**src/rtl/cmp_share_pkg.sv**
```systemverilog
// Shared definitions for the comparator-sharing arbiter: FSM state
// encoding and the bit positions of the three-bit comparator result.
package cmp_share_pkg;

    typedef enum logic [1:0] {
        ST_IDLE = 2'd0,
        ST_EVAL = 2'd1,
        ST_FIN  = 2'd2
    } state_e;

    // Result bit positions, shared by CMP_Y and Y_OUT
    localparam int Y_GT = 2;
    localparam int Y_EQ = 1;
    localparam int Y_LT = 0;

endpackage

```
**src/rtl/cmp_share_arbiter_rr_pick.sv**
```systemverilog
// rr_pick: combinational rotating priority encoder. Starting at ptr_i and
// searching upward with wrap, returns the first requesting index and its
// one-hot form. valid_o is low when no request is set.
module rr_pick #(
    parameter int N_REQ = 4,
    parameter int IDW   = 2
) (
    input  logic [N_REQ-1:0] req_i,
    input  logic [IDW-1:0]   ptr_i,
    output logic [IDW-1:0]   idx_o,
    output logic [N_REQ-1:0] onehot_o,
    output logic             valid_o
);

    // Scan offsets from farthest to nearest so the nearest hit is the last write
    always_comb begin
        idx_o    = '0;
        onehot_o = '0;
        valid_o  = 1'b0;
        for (int k = N_REQ - 1; k >= 0; k--) begin
            if (req_i[(int'(ptr_i) + k) % N_REQ]) begin
                idx_o    = IDW'((int'(ptr_i) + k) % N_REQ);
                onehot_o = '0;
                onehot_o[(int'(ptr_i) + k) % N_REQ] = 1'b1;
                valid_o  = 1'b1;
            end
        end
    end

endmodule

```
**src/rtl/cmp_share_arbiter.sv**
```systemverilog
// cmp_share_arbiter: round-robin arbiter/sequencer sharing one external
// magnitude comparator among N_REQ requesters. Each compare takes three
// cycles: IDLE (arbitrate, latch operands), EVAL (comparator settles,
// latch result), FIN (DONE pulse, advance pointer).
// Optional feature macro: CMP_CHECK_EN -- cross-checks the external
// comparator against an internal one and raises a sticky ERR on mismatch.
module cmp_share_arbiter
    import cmp_share_pkg::*;
#(
    parameter int N_REQ = 4,
    parameter int W     = 4,
    parameter int IDW   = 2
) (
    input  logic               CLK,
    input  logic               RST_N,
    input  logic [N_REQ-1:0]   REQ,
    input  logic [N_REQ*W-1:0] A_BUS,
    input  logic [N_REQ*W-1:0] B_BUS,
    output logic [N_REQ-1:0]   GNT,
    output logic [W-1:0]       CMP_A,
    output logic [W-1:0]       CMP_B,
    input  logic [2:0]         CMP_Y,
    output logic [2:0]         Y_OUT,
    output logic [IDW-1:0]     RES_ID,
    output logic               DONE,
    output logic               ERR
);

    state_e             state_q, state_d;
    logic [IDW-1:0]     ptr_q;
    logic [IDW-1:0]     win_q;
    logic [N_REQ-1:0]   gnt_q;
    logic [W-1:0]       cmp_a_q, cmp_b_q;
    logic [2:0]         y_q;
    logic [IDW-1:0]     id_q;
    logic               done_q;

    logic [IDW-1:0]     pick_idx;
    logic [N_REQ-1:0]   pick_onehot;
    logic               pick_valid;
    logic               load_ops, load_res, finish;

    logic [W-1:0]       a_arr [N_REQ];
    logic [W-1:0]       b_arr [N_REQ];

    // Unpack the flat operand buses into per-requester slices
    generate
        for (genvar gi = 0; gi < N_REQ; gi++) begin : g_unpack
            assign a_arr[gi] = A_BUS[gi*W +: W];
            assign b_arr[gi] = B_BUS[gi*W +: W];
        end
    endgenerate

    rr_pick #(
        .N_REQ (N_REQ),
        .IDW   (IDW)
    ) u_pick (
        .req_i    (REQ),
        .ptr_i    (ptr_q),
        .idx_o    (pick_idx),
        .onehot_o (pick_onehot),
        .valid_o  (pick_valid)
    );

    // State register
    always_ff @(posedge CLK) begin
        if (!RST_N) state_q <= ST_IDLE;
        else        state_q <= state_d;
    end

    // Next-state logic: IDLE waits for any request, then a fixed EVAL/FIN pass
    always_comb begin
        state_d = state_q;
        case (state_q)
            ST_IDLE: if (pick_valid) state_d = ST_EVAL;
            ST_EVAL: state_d = ST_FIN;
            ST_FIN:  state_d = ST_IDLE;
            default: state_d = ST_IDLE;
        endcase
    end

    // Control strobes decoded from the current state
    always_comb begin
        load_ops = (state_q == ST_IDLE) && pick_valid;
        load_res = (state_q == ST_EVAL);
        finish   = (state_q == ST_FIN);
    end

    // Datapath registers: operand latch, result latch, grant and pointer
    always_ff @(posedge CLK) begin
        if (!RST_N) begin
            ptr_q   <= '0;
            win_q   <= '0;
            gnt_q   <= '0;
            cmp_a_q <= '0;
            cmp_b_q <= '0;
            y_q     <= 3'b000;
            id_q    <= '0;
            done_q  <= 1'b0;
        end else begin
            if (load_ops) begin
                cmp_a_q <= a_arr[pick_idx];
                cmp_b_q <= b_arr[pick_idx];
                gnt_q   <= pick_onehot;
                win_q   <= pick_idx;
            end
            if (load_res) begin
                y_q    <= CMP_Y;
                id_q   <= win_q;
                done_q <= 1'b1;
            end
            if (finish) begin
                done_q <= 1'b0;
                gnt_q  <= '0;
                ptr_q  <= (win_q == IDW'(N_REQ - 1)) ? '0 : win_q + 1'b1;
            end
        end
    end

`ifdef CMP_CHECK_EN
    logic [2:0] chk_y;
    logic       err_q;

    // Reference comparison on the registered operands
    always_comb begin
        chk_y       = 3'b000;
        chk_y[Y_GT] = (cmp_a_q >  cmp_b_q);
        chk_y[Y_EQ] = (cmp_a_q == cmp_b_q);
        chk_y[Y_LT] = (cmp_a_q <  cmp_b_q);
    end

    // Sticky error flag, set when the external comparator disagrees in EVAL
    always_ff @(posedge CLK) begin
        if (!RST_N)                          err_q <= 1'b0;
        else if (load_res && chk_y != CMP_Y) err_q <= 1'b1;
    end

    assign ERR = err_q;
`else
    assign ERR = 1'b0;
`endif

    assign GNT    = gnt_q;
    assign CMP_A  = cmp_a_q;
    assign CMP_B  = cmp_b_q;
    assign Y_OUT  = y_q;
    assign RES_ID = id_q;
    assign DONE   = done_q;

endmodule
```
**config.mk**
```make
export PLATFORM = sky130hd
export DESIGN_NAME = cmp_share_arbiter
export DESIGN_NICKNAME = d
export VERILOG_FILES = /design/src/rtl/cmp_share_pkg.sv /design/src/rtl/cmp_share_arbiter_rr_pick.sv /design/src/rtl/cmp_share_arbiter.sv
export SDC_FILE = /design/constraint.sdc
export NUM_CORES = 1
export LEC_CHECK = 0
export CAP_MARGIN = 10
export CORE_MARGIN = 10
export CORE_UTILIZATION = 50
export CTS_BUF_LIST = sky130_fd_sc_hd__clkbuf_4 sky130_fd_sc_hd__clkbuf_8
export DETAILED_ROUTE_END_ITERATION = 16
export PLACE_DENSITY = 0.91
export SLEW_MARGIN = 15
export SYNTH_ARGS = -nofsm -noshare
export SYNTH_HDL_FRONTEND = slang
export SYNTH_SLANG_ARGS = --single-unit
```
**constraint.sdc**
```tcl
create_clock -name CLK -period 4.55 [get_ports CLK]
set_clock_uncertainty 0.2 [all_clocks]
set_input_delay 0.455 -clock CLK [delete_from_list [all_inputs] [get_ports CLK]]
set_output_delay 0.455 -clock CLK [all_outputs]
set_load 0.02 [all_outputs]
```
==> results.md, run 1 <==
* Status: finished, final reports clean
* Crit path capture type: flip-flop
* Initial core utilization at 0.513
* R2r worst-path depth at 9
* Iter 0 DRT Violations at 240
* Syn Inst Count at 227
* Area after DPL at 2430 um2
* Fin cells at 322
* Vias per cell at 6.12
* Vias in the first global route at 1940
* Top cells by count, synth: 24 x dfxtp_1, 19 x nor2_1, 16 x mux2i_1
* Sequential fraction of the synthesis area at 0.258
* Initial antenna violation count at 0
* Share of layout cells above drive strength 1 at 0.0547
* FP Rows at 22
* Worst Setup SP: ptr_q[0]$_SDFFE_PN0P_
* GPL Wtd Cong at 0.845
* Clk buf depth at 2
* Total Nets Final at 325
* Synth Area in XOR/XNOR at 0
* CTS clk-pin slew, worst paths at 0.09 ns
* CTS Root Buffer Type: clkbuf_8
* CP peak stage delay at 0.61 ns
* Top cells by area, synth: dfxtp_1 26%, mux2i_1 8.6%, ha_1 6.0%
* Synthesized flop and latch total at 24
* Clk Latency, worst-skew pair at 0.27 ns
* Post-route ant nets at 0
* Mux contribution to synthesized area at 0.122
* Die area at 6570 um2
* Grt ovf at 0
* Antenna diode count at 0
* Final Cycle Share at 0.810
* Power Density at 303 nW/um2
* DRC violation count after routing at 0
* Slew margin rel. at 0.474
* Fin crit period at 3.69 ns
* Main combinational cell family by area after synthesis: compound AO/OA/AOI/OAI gates
* Reg-to-reg slack, setup at 0.86 ns
* Setup slack at placement at 0.937 ns
* Fin area at 2500 um2
* Critical Path End: CMP_B[1]$_SDFFE_PN0P_
* Synth Flop Type: dfxtp_1
* Reg2reg start: ptr_q[0]$_SDFFE_PN0P_
* H-Tree Depth at 1
* Pre-antenna DRT Iters at 4
* Syn Nets at 277
* Max Cap Violations at 0
* Die Y at 81.1 um
* CP max stage cell: ha_1
* Routed length per instance at 17.2 um
* Final hold slack at 0.261 ns
* Final Slew Violations at 0
* Final hold violations at 0
* First-pass GRT wire length at 9090 um
* Port bufs at 58
* CP Launch Type: flip-flop
* Core area at 3630 um2
* Top Ports at 60
* Buffer count from post-CTS setup fixing at 0
* Synth-to-layout area growth at 34.1%
* CP arrival at 3.63 ns
* Compound-Gate Fraction of Synth Area at 0.311
* Hpwl dp at 4100 um
* Final Setup Violations at 0
* Area share of fa/ha/maj cells after synthesis at 0.0604
* Crit Path Max Fanout at 29
* Pin count of the biggest net entering global routing at 30
* Worst Max-Slew Pin Slew at 0.766 ns
* Placed Cells at 318
* Synth top area share at 0.258
* Worst path required time at 4.49 ns
* Capture point of the worst reg-to-reg path: CMP_B[1]$_SDFFE_PN0P_
* RSZ-0062 raised after global routing: no
* Total track usage at 0.165
* Yosys top cell by area: dfxtp_1
* CP Cell Sequence: buf_4 -> clkinv_1 -> ha_1 -> mux4_2 -> and2b_1 -> or3_1 -> o21ai_1 -> a211oi_1 -> o221ai_1
* Worst VDD drop at 0.202 mV
* Leak at 0.960 nW
* Worst setup margin at 0.863 ns
* Simple-gate portion of the synthesized area at 0.176
* Final TNS setup at 0 ns
* Most numerous cell in the Yosys netlist: dfxtp_1
* CTS tree: yes
* Max Clk Rate at 0.271 GHz
* Post-Syn Area at 1870 um2
* # clock sinks at 24
* Die width at 81.1 um
* Number of synthesized flops with an enable pin at 0
* Kind of critical path: reg2reg
* Resized cells post-CTS at 0
* Hold WC Path Type: reg2reg
* Mean Syn Cell Area at 8.22 um2
* Vias at 1971
* Routed WL at 5540 um
* Synth cell types at 47
* CTS Hold Bufs at 0
* Asr flop ratio synth at 0
* YS warnings at 0
* CTS Buf Count at 3
-- per-stage QoR --
| stage | utilization | total power (W) |
|---|---|---|
| finish | 0.688 | 0.000758 |
| global route | 0.688 | 0.000795 |
| CTS | 0.688 | 0.000756 |
| detailed placement | 0.669 | 0.000566 |
| global placement | 0.669 | 0.000560 |
| floorplan | - | 0.000452 |
-- per-layer routing --
metal	share of wire	GRT usage	wire (um)
met1	0.40	0.206	2240
met2	0.48	0.270	2650
met3	0.11	0.0596	623
met4	0.0042	0.0260	23
met5	0	0	0
-- flip-flops by register name, summed over array words and instances, names as in the netlist --
name     count
CMP_A        4
GNT          4
state_q      2
DONE         1
win_q        2
Y_OUT        3
CMP_B        4
RES_ID       2
ptr_q        2
-- how the worst min path moves through the flow --
stage,startpoint,endpoint,cells after the start
finish,DONE$_SDFFE_PP0N_,DONE$_SDFFE_PP0N_,2
global route,DONE$_SDFFE_PP0N_,DONE$_SDFFE_PP0N_,2
CTS,DONE$_SDFFE_PP0N_,DONE$_SDFFE_PP0N_,2
detailed placement,DONE$_SDFFE_PP0N_,DONE$_SDFFE_PP0N_,2
global placement,DONE$_SDFFE_PP0N_,DONE$_SDFFE_PP0N_,2
floorplan,win_q[1]$_SDFFE_PN0P_,RES_ID[1]$_SDFFE_PN0N_,2
-- power breakdown --
| group | leakage (nW) | switching, W | internal [W] | total (W) |
|---|---|---|---|---|
| clock | 0.0357 | 0.0000735 | 0.000118 | 0.000191 |
| combinational | 0.727 | 0.000170 | 0.000142 | 0.000312 |
| sequential | 0.198 | 0.0000180 | 0.000237 | 0.000255 |
-- final cells by class --
type	instances	area (um2)
timing repair buffer	60	596
clock buffer	3	41.3
tap	48	60.1
inverter	11	41.3
clock inverter	1	30.0
sequential	24	480
multi-input combinational	175	1250
fill	308	1130
-- critical path: cells and delay by family (launching register included) --
family	cells	cell delay, ns
and+or+nand+nor	2	0.65
buffers and inverters	2	0.70
muxes	1	0.48
adders and majority gates	1	0.61
AOI/OAI and AO/OA	3	0.60
DFF	1	0.32
-- placed cells by master (no fill, tap or decap), types with 5 or more instances in the layout --
cell type / instances
mux2i_1: 16
a21oi_1: 11
nand3_1: 12
o211ai_1: 10
nand2_1: 12
ha_1: 9
a221o_1: 5
a211oi_1: 9
nor3_1: 11
dfxtp_1: 24
clkdlybuf4s50_1: 58
o21ai_0: 8
inv_1: 10
nor2_1: 19
-- cell families (layout without fill, tap and decap cells) --
logic type	count (synthesis)	count (layout)
buffers and inverters	28	75
muxes	20	20
AOI/OAI and AO/OA	76	76
adders and majority gates	9	9
and+or+nand+nor	69	69
DFF	24	24
other	1	1
Note: power is estimated with default switching activity, not from simulation.
==> run 2: changes to the inputs <==
--- a/config.mk
+++ b/config.mk
@@ -7,10 +7,10 @@
 export LEC_CHECK = 0
 export CAP_MARGIN = 10
 export CORE_MARGIN = 10
-export CORE_UTILIZATION = 50
+export CORE_UTILIZATION = 43
 export CTS_BUF_LIST = sky130_fd_sc_hd__clkbuf_4 sky130_fd_sc_hd__clkbuf_8
 export DETAILED_ROUTE_END_ITERATION = 16
-export PLACE_DENSITY = 0.91
+export PLACE_DENSITY = 0.83
 export SLEW_MARGIN = 15
 export SYNTH_ARGS = -nofsm -noshare
 export SYNTH_HDL_FRONTEND = slang
==> constraint.sdc (replaced) <==
create_clock -name CLK -period 3.2 [get_ports CLK]
set_clock_uncertainty 0.2 [all_clocks]
set_input_delay 0.32 -clock CLK [delete_from_list [all_inputs] [get_ports CLK]]
set_output_delay 0.32 -clock CLK [all_outputs]
set_load 0.02 [all_outputs]
==> results.md, run 2 (same netlist as run 1, synthesis figures left out) <==
* Status: finished, final reports clean
* Most common cell after layout, fill and taps aside: clkdlybuf4s50_1
* H-Tree Depth at 1
* Top Ports at 60
* Power Total at 0.00108 W
* Final hold violations at 0
* CTS tree: yes
* Routed WL at 5520 um
* Hold WC Path Type: reg2reg
* Most frequent cells in the layout: 58 x clkdlybuf4s50_1, 24 x dfxtp_1, 19 x nor2_1, 16 x mux2i_1
* Max Cap Violations at 0
* Routed length per instance at 16.7 um
* Power Internal at 0.000714 W
* CTS Buf Count at 3
* CTS Hold Bufs at 0
* Sequential share of power at 0.333
* Net load switching power at 0.000367 W
* Vias at 1993
* Crit path capture type: flip-flop
* Top delay family on crit path: compound AO/OA/AOI/OAI gates
* Crit Path Max Fanout at 10
* Vias per cell at 6.04
* Final TNS setup at 0 ns
* Core area at 4090 um2
* Worst Max-Slew Pin Slew at 0.777 ns
* Total track usage at 0.146
* Power Density at 423 nW/um2
* CP max stage cell: ha_1
* Initial core utilization at 0.457
* Pin count of the biggest net entering global routing at 29
* CTS Root Buffer Type: clkbuf_8
* Initial antenna violation count at 0
* Worst setup margin at 0.311 ns
* Sw Share at 0.339
* Final Slew Violations at 0
* DRC violation count after routing at 0
* Iter 0 DRT Violations at 239
* Kind of critical path: reg2reg
* CP Launch Type: flip-flop
* FP Rows at 23
* Pre-antenna DRT Iters at 4
* Max Clk Rate at 0.346 GHz
* Total Nets Final at 331
* Port bufs at 58
* Vias in the first global route at 2008
* Slew margin rel. at 0.467
* Post-route ant nets at 0
* Antenna diode count at 0
* Post-layout util at 0.625
* Final Cycle Share at 0.903
* Clk Latency, worst-skew pair at 0.27 ns
* Setup slack at placement at 0.262 ns
* Share of layout cells above drive strength 1 at 0.0786
* Die Y at 85.9 um
* # clock sinks at 24
* Final Setup Violations at 0
* Combinational Power Share at 0.419
* Buffer count from post-CTS setup fixing at 0
* First-pass GRT wire length at 9290 um
* Die area at 7370 um2
* RSZ-0062 raised after global routing: no
* Die width at 85.9 um
* Worst path required time at 3.22 ns
* CP peak stage delay at 0.51 ns
* GPL Wtd Cong at 0.873
* Worst VDD drop at 0.301 mV
* Grt ovf at 0
* Buffers & Inverters on Critical Path at 2
* CTS clk-pin slew, worst paths at 0.09 ns
* Hpwl dp at 4330 um
* Clock power frac at 0.248
* CP Cell Sequence: inv_1 -> ha_1 -> mux4_2 -> and2b_1 -> buf_4 -> a21o_1 -> a22oi_1 -> o32a_1 -> nand3_1
* Synth-to-layout area growth at 36.9%
* Resized cells post-CTS at 0
* Clk buf depth at 2
* Leak at 0.991 nW
* Fin crit period at 2.89 ns
* CP arrival at 2.91 ns
==> run 2: through the flow <==
step	std cells	instance area (um2)	hold slack, ns
4_1_cts	330	2550	0.269
5_1_grt	330	2550	0.291
6_report	330	2550	0.265
2_1_floorplan	227	1870	0.264
3_5_place_dp	326	2480	0.256
3_3_place_gp	326	2480	0.245
==> run 2: area by class of cell <==
cell class              instances  area [um2]
clock inverters                 1        30.0
inverters                      11        41.3
clock buffers                   3        41.3
fillers                       362        1530
multi-input cells             175        1260
well taps                      50        62.6
flip-flops and latches         24         480
repair buffers                 66         641
==> run 2: metal layers <==
metal / wire length, um / GRT usage / vias to the layer above
li1: - / - / 975
met1: 2480 / 0.181 / 930
met2: 2540 / 0.231 / 82
met3: 460 / 0.0549 / 6
met4: 45 / 0.0389 / 0
met5: 0 / 0 / -
==> run 2: path summary, 6_finish.rpt <==
kind / start / slack, ns / endpoint / cells after the start
setup / recovery: ptr_q[1]$_SDFFE_PN0P_ / 0.31 / CMP_A[3]$_SDFFE_PN0P_ / 9
hold / removal: DONE$_SDFFE_PP0N_ / 0.27 / DONE$_SDFFE_PP0N_ / 2
setup reg to reg: ptr_q[1]$_SDFFE_PN0P_ / 0.31 / CMP_A[3]$_SDFFE_PN0P_ / 9
hold reg to reg: DONE$_SDFFE_PP0N_ / 0.27 / DONE$_SDFFE_PP0N_ / 2
==> run 2: power by group through the flow <==
stage | Sequential [W] | Combinational [W] | Clock (W)
2_1_floorplan | 0.000403 | 0.000240 | 0
3_3_place_gp | 0.000366 | 0.000441 | 0
3_5_place_dp | 0.000366 | 0.000450 | 0
4_1_cts | 0.000360 | 0.000452 | 0.000273
5_1_grt | 0.000365 | 0.000494 | 0.000287
6_report | 0.000360 | 0.000453 | 0.000268
==> run 2: tightest hold or removal path, delay by kind of cell (launching register included) <==
kind | cells | cell delay [ns]
flip-flops | 1 | 0.32
AND/OR/NAND/NOR | 1 | 0.05
AO/OA/AOI/OAI | 1 | 0.05
==> run 3: changes to the inputs <==
--- a/config.mk
+++ b/config.mk
@@ -6,6 +6,7 @@
 export NUM_CORES = 1
 export LEC_CHECK = 0
 export CAP_MARGIN = 10
+export CORE_ASPECT_RATIO = 0.9
 export CORE_MARGIN = 10
 export CORE_UTILIZATION = 43
 export CTS_BUF_LIST = sky130_fd_sc_hd__clkbuf_4 sky130_fd_sc_hd__clkbuf_8
==> results.md, run 3 (same netlist as run 1, synthesis figures left out) <==
* Status: finished, final reports clean
* Buffer count from post-CTS setup fixing at 0
* Final Cycle Share at 0.892
* Power Density at 423 nW/um2
* Die Y at 82.5 um
* CP arrival at 2.84 ns
* Leak at 0.992 nW
* Worst VDD drop at 0.236 mV
* FP Rows at 22
* Pre-antenna DRT Iters at 5
* Power Internal at 0.000713 W
* Fin area at 2550 um2
* Combinational Power Share at 0.419
* Max Clk Rate at 0.350 GHz
* Kind of critical path: reg2reg
* Pin count of the biggest net entering global routing at 29
* # clock sinks at 24
* H-Tree Depth at 1
* GPL Wtd Cong at 0.885
* Synth-to-layout area growth at 36.8%
* Initial antenna violation count at 0
* Most frequent cells in the layout: 58 x clkdlybuf4s50_1, 24 x dfxtp_1, 19 x nor2_1, 16 x mux2i_1
* Top Ports at 60
* CTS clk-pin slew, worst paths at 0.08 ns
* Sequential share of power at 0.334
* Vias in the first global route at 1825
* Total Nets Final at 331
* Slew margin rel. at 0.496
* Final Setup Violations at 0
* Resized cells post-CTS at 0
* Clk Latency, worst-skew pair at 0.27 ns
* CP max stage cell: ha_1
* Final Slew Violations at 0
* Core area at 4130 um2
* First-pass GRT wire length at 8580 um
* CTS Hold Bufs at 0
* Post-route ant nets at 0
* Clock power frac at 0.247
* Share of layout cells above drive strength 1 at 0.0786
* Sw Share at 0.339
* Crit path capture type: flip-flop
* Fin crit period at 2.85 ns
* Port bufs at 58
* CP peak stage delay at 0.52 ns
* Worst Max-Slew Pin Slew at 0.736 ns
* Net load switching power at 0.000366 W
* CP Launch Type: flip-flop
* Final TNS setup at 0 ns
* Routed length per instance at 17.0 um
* Max Cap Violations at 0
* Die area at 7380 um2
* Final hold violations at 0
* Vias at 2011
* Most common cell after layout, fill and taps aside: clkdlybuf4s50_1
* Iter 0 DRT Violations at 168
* Hold WC Path Type: reg2reg
* CTS Buf Count at 3
* CTS Root Buffer Type: clkbuf_8
* Routed WL at 5570 um
* Antenna diode count at 0
* Clk buf depth at 2
* RSZ-0062 raised after global routing: no
* Worst path required time at 3.18 ns
* Crit Path Max Fanout at 10
* Die width at 89.4 um
* Area after DPL at 2470 um2
* Hpwl dp at 4320 um
* Vias per cell at 6.13
* CTS tree: yes
* CP Cell Sequence: inv_1 -> ha_1 -> mux4_2 -> o21ba_2 -> nor2_1 -> o21ai_1 -> a211oi_1 -> o221ai_1
* Initial core utilization at 0.452
* Total track usage at 0.144
* Grt ovf at 0
* DRC violation count after routing at 0
-- run 3: path summary, 6_finish.rpt --
path	depth (start not counted)	startpoint	slack (ns)	endpoint
worst min-delay path	2	DONE$_SDFFE_PP0N_	0.28	DONE$_SDFFE_PP0N_
worst min register to register	2	DONE$_SDFFE_PP0N_	0.28	DONE$_SDFFE_PP0N_
worst max register to register	8	ptr_q[1]$_SDFFE_PN0P_	0.35	CMP_B[3]$_SDFFE_PN0P_
worst max-delay path	8	ptr_q[1]$_SDFFE_PN0P_	0.35	CMP_B[3]$_SDFFE_PN0P_
-- run 3: area by class of cell --
cell class                 count  area (um2)
timing repair buffer          66         641
clock buffer                   3        41.3
inverter                      11        41.3
sequential                    24         480
clock inverter                 1        30.0
multi-input combinational    175        1260
fill                         353        1580
tap                           48        60.1
-- run 3: layer usage --
metal / global-route usage / vias up / wire length, um
met5: 0 / - / 0
met4: 0.0333 / 0 / 53
met3: 0.0519 / 10 / 570
met2: 0.236 / 102 / 2630
met1: 0.178 / 925 / 2310
li1: - / 974 / -
-- run 3: critical path, delay by kind of cell, from the launching register on --
family | cells | cell delay [ns]
AO/OA/AOI/OAI | 4 | 1.02
adder cells (fa/ha/maj) | 1 | 0.52
buffers and inverters | 1 | 0.12
flip-flops | 1 | 0.35
multiplexers | 1 | 0.49
AND/OR/NAND/NOR | 1 | 0.08
-- run 3: power by group through the flow --
| stage | clock network [W] | logic, W | registers (W) |
|---|---|---|---|
| floorplan | 0 | 0.000240 | 0.000403 |
| global placement | 0 | 0.000441 | 0.000365 |
| detailed placement | 0 | 0.000446 | 0.000366 |
| CTS | 0.000268 | 0.000448 | 0.000360 |
| global route | 0.000282 | 0.000488 | 0.000365 |
| finish | 0.000267 | 0.000452 | 0.000360 |
-- run 3: through the flow --
| stage | util | setup slack (ns) | power, W | cells | hold slack [ns] |
|---|---|---|---|---|---|
| after global placement | 0.599 | 0.357 | 0.000807 | 324 | 0.242 |
| after CTS | 0.617 | 0.359 | 0.00108 | 328 | 0.283 |
| after floorplan | - | 0.218 | 0.000643 | 227 | 0.264 |
| after detailed placement | 0.599 | 0.319 | 0.000813 | 324 | 0.271 |
| final | 0.618 | 0.346 | 0.00108 | 328 | 0.276 |
| after global routing | 0.618 | 0.124 | 0.00114 | 328 | 0.304 |
